`config.mk`:
```
export PLATFORM = sky130hd
export DESIGN_NAME = alu_operand_sequencer
export DESIGN_NICKNAME = d
export VERILOG_FILES = /design/src/rtl/alu_pkg.sv /design/src/rtl/alu_operand_sequencer_rise_detect.sv /design/src/rtl/alu_operand_sequencer.sv
export SDC_FILE = /design/constraint.sdc
export NUM_CORES = 1
export LEC_CHECK = 0
export CAP_MARGIN = 25
export CORE_ASPECT_RATIO = 0.9
export CORE_MARGIN = 1.5
export CORE_UTILIZATION = 44
export DETAILED_ROUTE_END_ITERATION = 7
export PLACE_DENSITY = 0.83
export REMOVE_ABC_BUFFERS = 1
export SLEW_MARGIN = 5
export SYNTH_ARGS = -nofsm -noshare
export SYNTH_HDL_FRONTEND = slang
export SYNTH_SLANG_ARGS = --single-unit
```
`constraint.sdc`:
```
create_clock -name clk -period 2.83 [get_ports clk]
set_clock_uncertainty 0.2 [all_clocks]
set_input_delay 0.566 -clock clk [delete_from_list [all_inputs] [get_ports clk]]
set_output_delay 0.566 -clock clk [all_outputs]
set_load 0.03 [all_outputs]
```
`src/rtl/alu_pkg.sv`:
```
// Shared definitions for the ALU and its operand sequencer: opcodes,
// flag bit positions and the sequencer state encoding.
package alu_pkg;

  typedef enum logic [1:0] {
    OP_SUB = 2'd0,
    OP_ADD = 2'd1,
    OP_OR  = 2'd2,
    OP_AND = 2'd3
  } alu_op_t;

  // Flag vector layout {N,Z,C,V,P}
  localparam int FLAG_W = 5;
  localparam int FLAG_N = 4;
  localparam int FLAG_Z = 3;
  localparam int FLAG_C = 2;
  localparam int FLAG_V = 1;
  localparam int FLAG_P = 0;

  // Encodings are visible on state_o, so they are pinned explicitly
  typedef enum logic [2:0] {
    WAIT_A  = 3'd0,
    WAIT_B  = 3'd1,
    WAIT_OP = 3'd2,
    EXEC    = 3'd3,
    SHOW    = 3'd4
  } seq_state_t;

endpackage : alu_pkg

```
`src/rtl/alu_operand_sequencer_rise_detect.sv`:
```
// Rising-edge detector for an already-synchronised level input.
// One history flop plus an AND; reusable for any board button.
module rise_detect (
  input  logic clk,
  input  logic reset_n,
  input  logic in,
  output logic pulse
);

  logic r_in_d;

  // Remember last cycle's level so a held input produces one pulse only
  always_ff @(posedge clk or negedge reset_n) begin
    if (!reset_n) begin
      // NOTE: sequential state uses non-blocking assignments so every flop
      // samples pre-edge values regardless of block ordering.
      r_in_d <= 1'b0;
    end else begin
      r_in_d <= in;
    end
  end

  // A level that is high now but was low last cycle is a new press
  assign pulse = in & ~r_in_d;

endmodule : rise_detect

```
`src/rtl/alu_operand_sequencer.sv`:
```
// Operand sequencer in front of a combinational ALU. Collects A, B and the
// opcode from one shared bus (one load press each), runs the ALU for one
// cycle, then latches and holds the result and flags for display.
module alu_operand_sequencer
  import alu_pkg::*;
#(
  parameter int M = 8
) (
  input  logic              clk,
  input  logic              reset_n,
  input  logic [M-1:0]      data_in,
  input  logic              load,
  output logic [M-1:0]      alu_a,
  output logic [M-1:0]      alu_b,
  output logic [1:0]        alu_opcode,
  input  logic [M-1:0]      alu_result,
  input  logic [FLAG_W-1:0] alu_flags,
  output logic [M-1:0]      result_q,
  output logic [FLAG_W-1:0] flags_q,
  output logic              result_valid,
  output logic [2:0]        state_o
);

  seq_state_t        r_state;
  seq_state_t        w_state_next;
  logic [M-1:0]      r_a;
  logic [M-1:0]      r_b;
  alu_op_t           r_op;
  logic [M-1:0]      r_result;
  logic [FLAG_W-1:0] r_flags;
  logic              r_valid;
  logic              w_load_edge;

  // A load held across reset release fires once on the first cycle, since
  // the detector history comes out of reset low; that press is honoured.
  rise_detect u_load_rise (
    .clk     (clk),
    .reset_n (reset_n),
    .in      (load),
    .pulse   (w_load_edge)
  );

  // Next-state: each WAIT step advances on a press, EXEC always lasts one
  // cycle, SHOW returns to WAIT_A on a press
  always_comb begin
    // NOTE: default assigned first so no path through the case leaves
    // w_state_next unassigned, which would otherwise infer a latch.
    w_state_next = r_state;
    case (r_state)
      WAIT_A:  if (w_load_edge) w_state_next = WAIT_B;
      WAIT_B:  if (w_load_edge) w_state_next = WAIT_OP;
      WAIT_OP: if (w_load_edge) w_state_next = EXEC;
      EXEC:    w_state_next = SHOW;
      SHOW:    if (w_load_edge) w_state_next = WAIT_A;
      default: w_state_next = WAIT_A;
    endcase
  end

  // State register plus operand/result capture; data_in is only looked at
  // on a press, and a press in EXEC is ignored
  always_ff @(posedge clk or negedge reset_n) begin
    if (!reset_n) begin
      r_state  <= WAIT_A;
      r_a      <= '0;
      r_b      <= '0;
      r_op     <= OP_SUB;
      r_result <= '0;
      r_flags  <= '0;
      r_valid  <= 1'b0;
    end else begin
      r_state <= w_state_next;
      case (r_state)
        WAIT_A: if (w_load_edge) begin
          r_a     <= data_in;
          r_valid <= 1'b0;
        end
        WAIT_B:  if (w_load_edge) r_b <= data_in;
        WAIT_OP: if (w_load_edge) r_op <= alu_op_t'(data_in[1:0]);
        EXEC: begin
          // ALU inputs settled one cycle ago; sample its combinational output
          r_result <= alu_result;
          r_flags  <= alu_flags;
          r_valid  <= 1'b1;
        end
        default: ;
      endcase
    end
  end

  assign alu_a        = r_a;
  assign alu_b        = r_b;
  assign alu_opcode   = r_op;
  assign result_q     = r_result;
  assign flags_q      = r_flags;
  assign result_valid = r_valid;
  assign state_o      = r_state;

endmodule : alu_operand_sequencer
```
==> run_summary.xml <==
<?xml version="1.0" encoding="UTF-8"?>
<metrics>
  <group name="power">
    <metric name="vdd.ir_drop.worst" unit="mV">0.654</metric>
    <metric name="powerDensity" unit="nW/um^2">1270</metric>
    <metric name="p_leak" unit="nW">0.883</metric>
  </group>
  <group name="global_route">
    <metric name="antenna_violations_before_repair" unit="">0</metric>
    <metric name="gr-usage-met3" unit="%">8.14</metric>
    <metric name="groute.layer.met1.usage" unit="%">21.2</metric>
    <metric name="first_pass_grt_wire_length" unit="um">4460</metric>
    <metric name="grt_pass1_vias" unit="">973</metric>
    <metric name="grt.met2_usage" unit="%">27.4</metric>
    <metric name="largest_net_degree_at_the_start_of_global_routing" unit="">37</metric>
    <metric name="grt.overflow.total" unit="">0</metric>
    <metric name="globalRouteTotalUtil" unit="%">17.9</metric>
    <metric name="grt_busiest_layer" unit="">met2</metric>
  </group>
  <group name="route">
    <metric name="drt_iter0_markers" unit="">23</metric>
    <metric name="totalWireLength" unit="um">2620</metric>
    <metric name="drt-pass1-iter-count" unit="">4</metric>
    <metric name="detail-route-antenna-nets" unit="">0</metric>
    <metric name="wire_per_inst" unit="um">13.5</metric>
    <metric name="vias_per_cell" unit="">4.75</metric>
    <metric name="drc" unit="">0</metric>
    <metric name="route.vias.total" unit="">921</metric>
  </group>
  <group name="timing">
    <metric name="maxClockFrequency" unit="GHz">0.441</metric>
    <metric name="timing.final.setup_violations" unit="">0</metric>
    <metric name="slew_violations" unit="">0</metric>
    <metric name="unrepaired_setup_endpoints_after_global_routing" unit="">no</metric>
    <metric name="worst-slew-pin-transition" unit="ns">0.442</metric>
    <metric name="layout_min_cycle_time" unit="ns">2.27</metric>
    <metric name="report.final.hold_viol_count" unit="">0</metric>
    <metric name="max_slew_headroom" unit="%">70.5</metric>
    <metric name="final.period_utilization" unit="%">80.1</metric>
    <metric name="fin_tns_setup" unit="ns">0</metric>
    <metric name="hold-worst-slack" unit="ns">0.300</metric>
  </group>
  <group name="worst_hold_path">
    <metric name="min-delay-path-class" unit="">flop to flop</metric>
  </group>
  <group name="synthesis">
    <metric name="syn_avg_cell_area" unit="sq um">15.9</metric>
    <metric name="synth-simple-area-share" unit="%">6.31</metric>
    <metric name="synth-seq-cells" unit="">36</metric>
    <metric name="synthDistinctLibCells" unit="">16</metric>
    <metric name="synth_compound_area_share" unit="%">1.55</metric>
    <metric name="synthesized_area_fraction_occupied_by_adder_cells" unit="%">0</metric>
    <metric name="combinational_family_with_the_most_area_after_synthesis" unit="">multiplexers</metric>
    <metric name="synth_sequential_area_ratio" unit="%">65.8</metric>
    <metric name="ys.warnings.count" unit="">0</metric>
    <metric name="mappedNetlistArea" unit="sq um">1370</metric>
    <metric name="synth.mux.area_fraction" unit="%">25.5</metric>
    <metric name="yosys.area_share.xor_xnor" unit="%">0</metric>
    <metric name="syn_inst" unit="">86</metric>
  </group>
  <group name="worst_setup_path">
    <metric name="critical_path.slowest_cell" unit="">clkdlybuf4s50_1</metric>
    <metric name="critical_path.reg2reg.endpoint" unit="">result_q[0]</metric>
    <metric name="crit_path_cell_trace" unit="">clkdlybuf4s50_1</metric>
    <metric name="worst-setup-path-type" unit="">flop to primary output</metric>
    <metric name="r2r_slack" unit="ns">1.22</metric>
    <metric name="r2r_worst_path_depth" unit="">2</metric>
    <metric name="worst_ep_required_time" unit="ns">2.06</metric>
    <metric name="endpoint" unit="">state_o[0]</metric>
    <metric name="cp.depth" unit="">1</metric>
    <metric name="path_delay_family" unit="">buffers and inverters</metric>
    <metric name="max_stage_delay" unit="ns">0.72</metric>
    <metric name="timing.critical_path.buf_inv" unit="">1</metric>
    <metric name="setup.worst_path.start_class" unit="">flop</metric>
    <metric name="worst-endpoint-arrival" unit="ns">1.50</metric>
    <metric name="rr_startpoint" unit="">state_o[2]</metric>
    <metric name="timing.critical_path.from" unit="">state_o[0]</metric>
    <metric name="worstSetupEndpointType" unit="">primary output</metric>
    <metric name="cp_max_fo" unit="">6</metric>
  </group>
  <group name="cts">
    <metric name="cts-resized-gates" unit="">0</metric>
    <metric name="clockBufferDepth" unit="">2</metric>
    <metric name="clock_insertion_delay_worst_skew" unit="ns">0.33</metric>
    <metric name="clk_pin_slew" unit="ns">0.10</metric>
    <metric name="cts-root-buf" unit="">clkbuf_4</metric>
    <metric name="cts.sinks" unit="">36</metric>
    <metric name="holdBufCountCts" unit="">0</metric>
    <metric name="cts_tree" unit="">built</metric>
    <metric name="postCtsSetupRepairBufs" unit="">0</metric>
    <metric name="cts-buffers-inserted" unit="">5</metric>
    <metric name="h_tree_levels" unit="">2</metric>
  </group>
  <group name="layout">
    <metric name="regArea" unit="sq um">901</metric>
    <metric name="finalCoreUtilization" unit="%">68.3</metric>
    <metric name="layout-area-overhead-vs-synth" unit="%">50.7</metric>
    <metric name="drive_above_1_share" unit="%">29.6</metric>
    <metric name="antenna_cells_inserted" unit="">0</metric>
    <metric name="final_cell_area" unit="sq um">2060</metric>
    <metric name="layout.cells.non_filler" unit="">194</metric>
    <metric name="multiInputGateArea" unit="sq um">457</metric>
    <metric name="filler_cell_count" unit="">239</metric>
    <metric name="fin_nets" unit="">175</metric>
  </group>
  <group name="place">
    <metric name="placedInstanceArea" unit="sq um">2000</metric>
    <metric name="place_congestion" unit="">0.741</metric>
    <metric name="detailedPlacementHpwl" unit="um">1970</metric>
    <metric name="placed_cells_incl_taps" unit="">186</metric>
    <metric name="place.port_buffers" unit="">58</metric>
  </group>
  <group name="job">
    <metric name="cap_violations" unit="">0</metric>
  </group>
  <group name="floorplan">
    <metric name="die_h" unit="um">55.9</metric>
    <metric name="coreArea" unit="sq um">3020</metric>
    <metric name="floorplan.die_area" unit="sq um">3450</metric>
    <metric name="initial_utilization" unit="%">45.3</metric>
    <metric name="io_pins" unit="">59</metric>
    <metric name="std_cell_rows" unit="">19</metric>
    <metric name="die_width" unit="um">61.8</metric>
  </group>
  <group name="run_status">
    <metric name="run_status" unit="">completed</metric>
  </group>
</metrics>
[state kept, by name (all words and copies together), names as in the netlist]
signal              count
result_valid            1
state_o                 3
result_q                8
flags_q                 5
u_load_rise.r_in_d      1
alu_a                   8
alu_opcode              2
alu_b                   8
[cell families after synthesis]
kind of cell	after synthesis
buffers and inverters	2
DFF	36
muxes	31
and+or+nand+nor	14
AOI/OAI and AO/OA	3
[worst min path at each step]
stage | startpoint | to | slack (ns) | cells after the start
after floorplan | reset_n | alu_a[0] | 0.07 | 0
after global placement | result_valid | result_valid | 0.27 | 1
after detailed placement | result_valid | result_valid | 0.28 | 1
after CTS | result_valid | result_valid | 0.30 | 1
after global routing | result_valid | result_valid | 0.31 | 1
final | result_valid | result_valid | 0.30 | 1
[placed cells by master (no fill, tap or decap), drive strengths merged, types with 2 or more instances in the layout]
| cell type | synthesis | routed |
|---|---|---|
| clkinv | 0 | 2 |
| mux2 | 31 | 31 |
| nor2 | 3 | 3 |
| dfrtp | 36 | 36 |
| clkbuf | 0 | 6 |
| nor3b | 2 | 2 |
| clkdlybuf4s50 | 0 | 58 |
| nor2b | 2 | 2 |
| nand2 | 4 | 4 |
[worst register-to-register path: stages (launching register included)]
cell      delay, ns
dfrtp_1        0.45
nand3b_2       0.46
mux2_2         0.39
[per-layer routing]
| metal | up-vias | routed length [um] |
|---|---|---|
| met3 | 5 | 307 |
| met4 | 0 | 37 |
| met1 | 438 | 1020 |
| met2 | 49 | 1250 |
| li1 | 429 | - |
| met5 | - | 0 |
[power by group]
group          switching, W  internal, W
logic              0.000751     0.000675
clock network      0.000158     0.000118
registers          0.000143     0.000766
total               0.00105      0.00156
[synth_stat cells]
master    number  share of area [%]
a21bo_2        1               0.73
a31oi_1        1               0.46
nand3_1        1               0.37
nand2_2        2               0.91
nor3b_2        1               0.91
mux2_2        31                 26
nand3b_2       1               0.82
nand2b_1       1               0.46
buf_4          1               0.55
nor2_1         3               0.82
nand2_1        2               0.55
nor3b_1        1               0.55
dfrtp_1       36                 66
inv_1          1               0.27
nor2b_1        2               0.91
a21oi_1        1               0.37
[metrics by stage]
| stage | total power (W) | setup slack [ns] |
|---|---|---|
| after floorplan | 0.00173 | 1.22 |
| after global placement | 0.00232 | 0.630 |
| after detailed placement | 0.00236 | 0.577 |
| after CTS | 0.00264 | 0.547 |
| after global routing | 0.00277 | 0.497 |
| final | 0.00261 | 0.564 |
[final cells by class]
type,count,area share [%]
Clock buffer,6,2.49
Clock inverter,2,0.485
Inverter,1,0.182
Multi-Input combinational cell,48,22.1
Sequential cell,36,43.7
Tap cell,42,2.55
Timing Repair Buffer,59,28.5
Power figures use the tool's default switching activity.
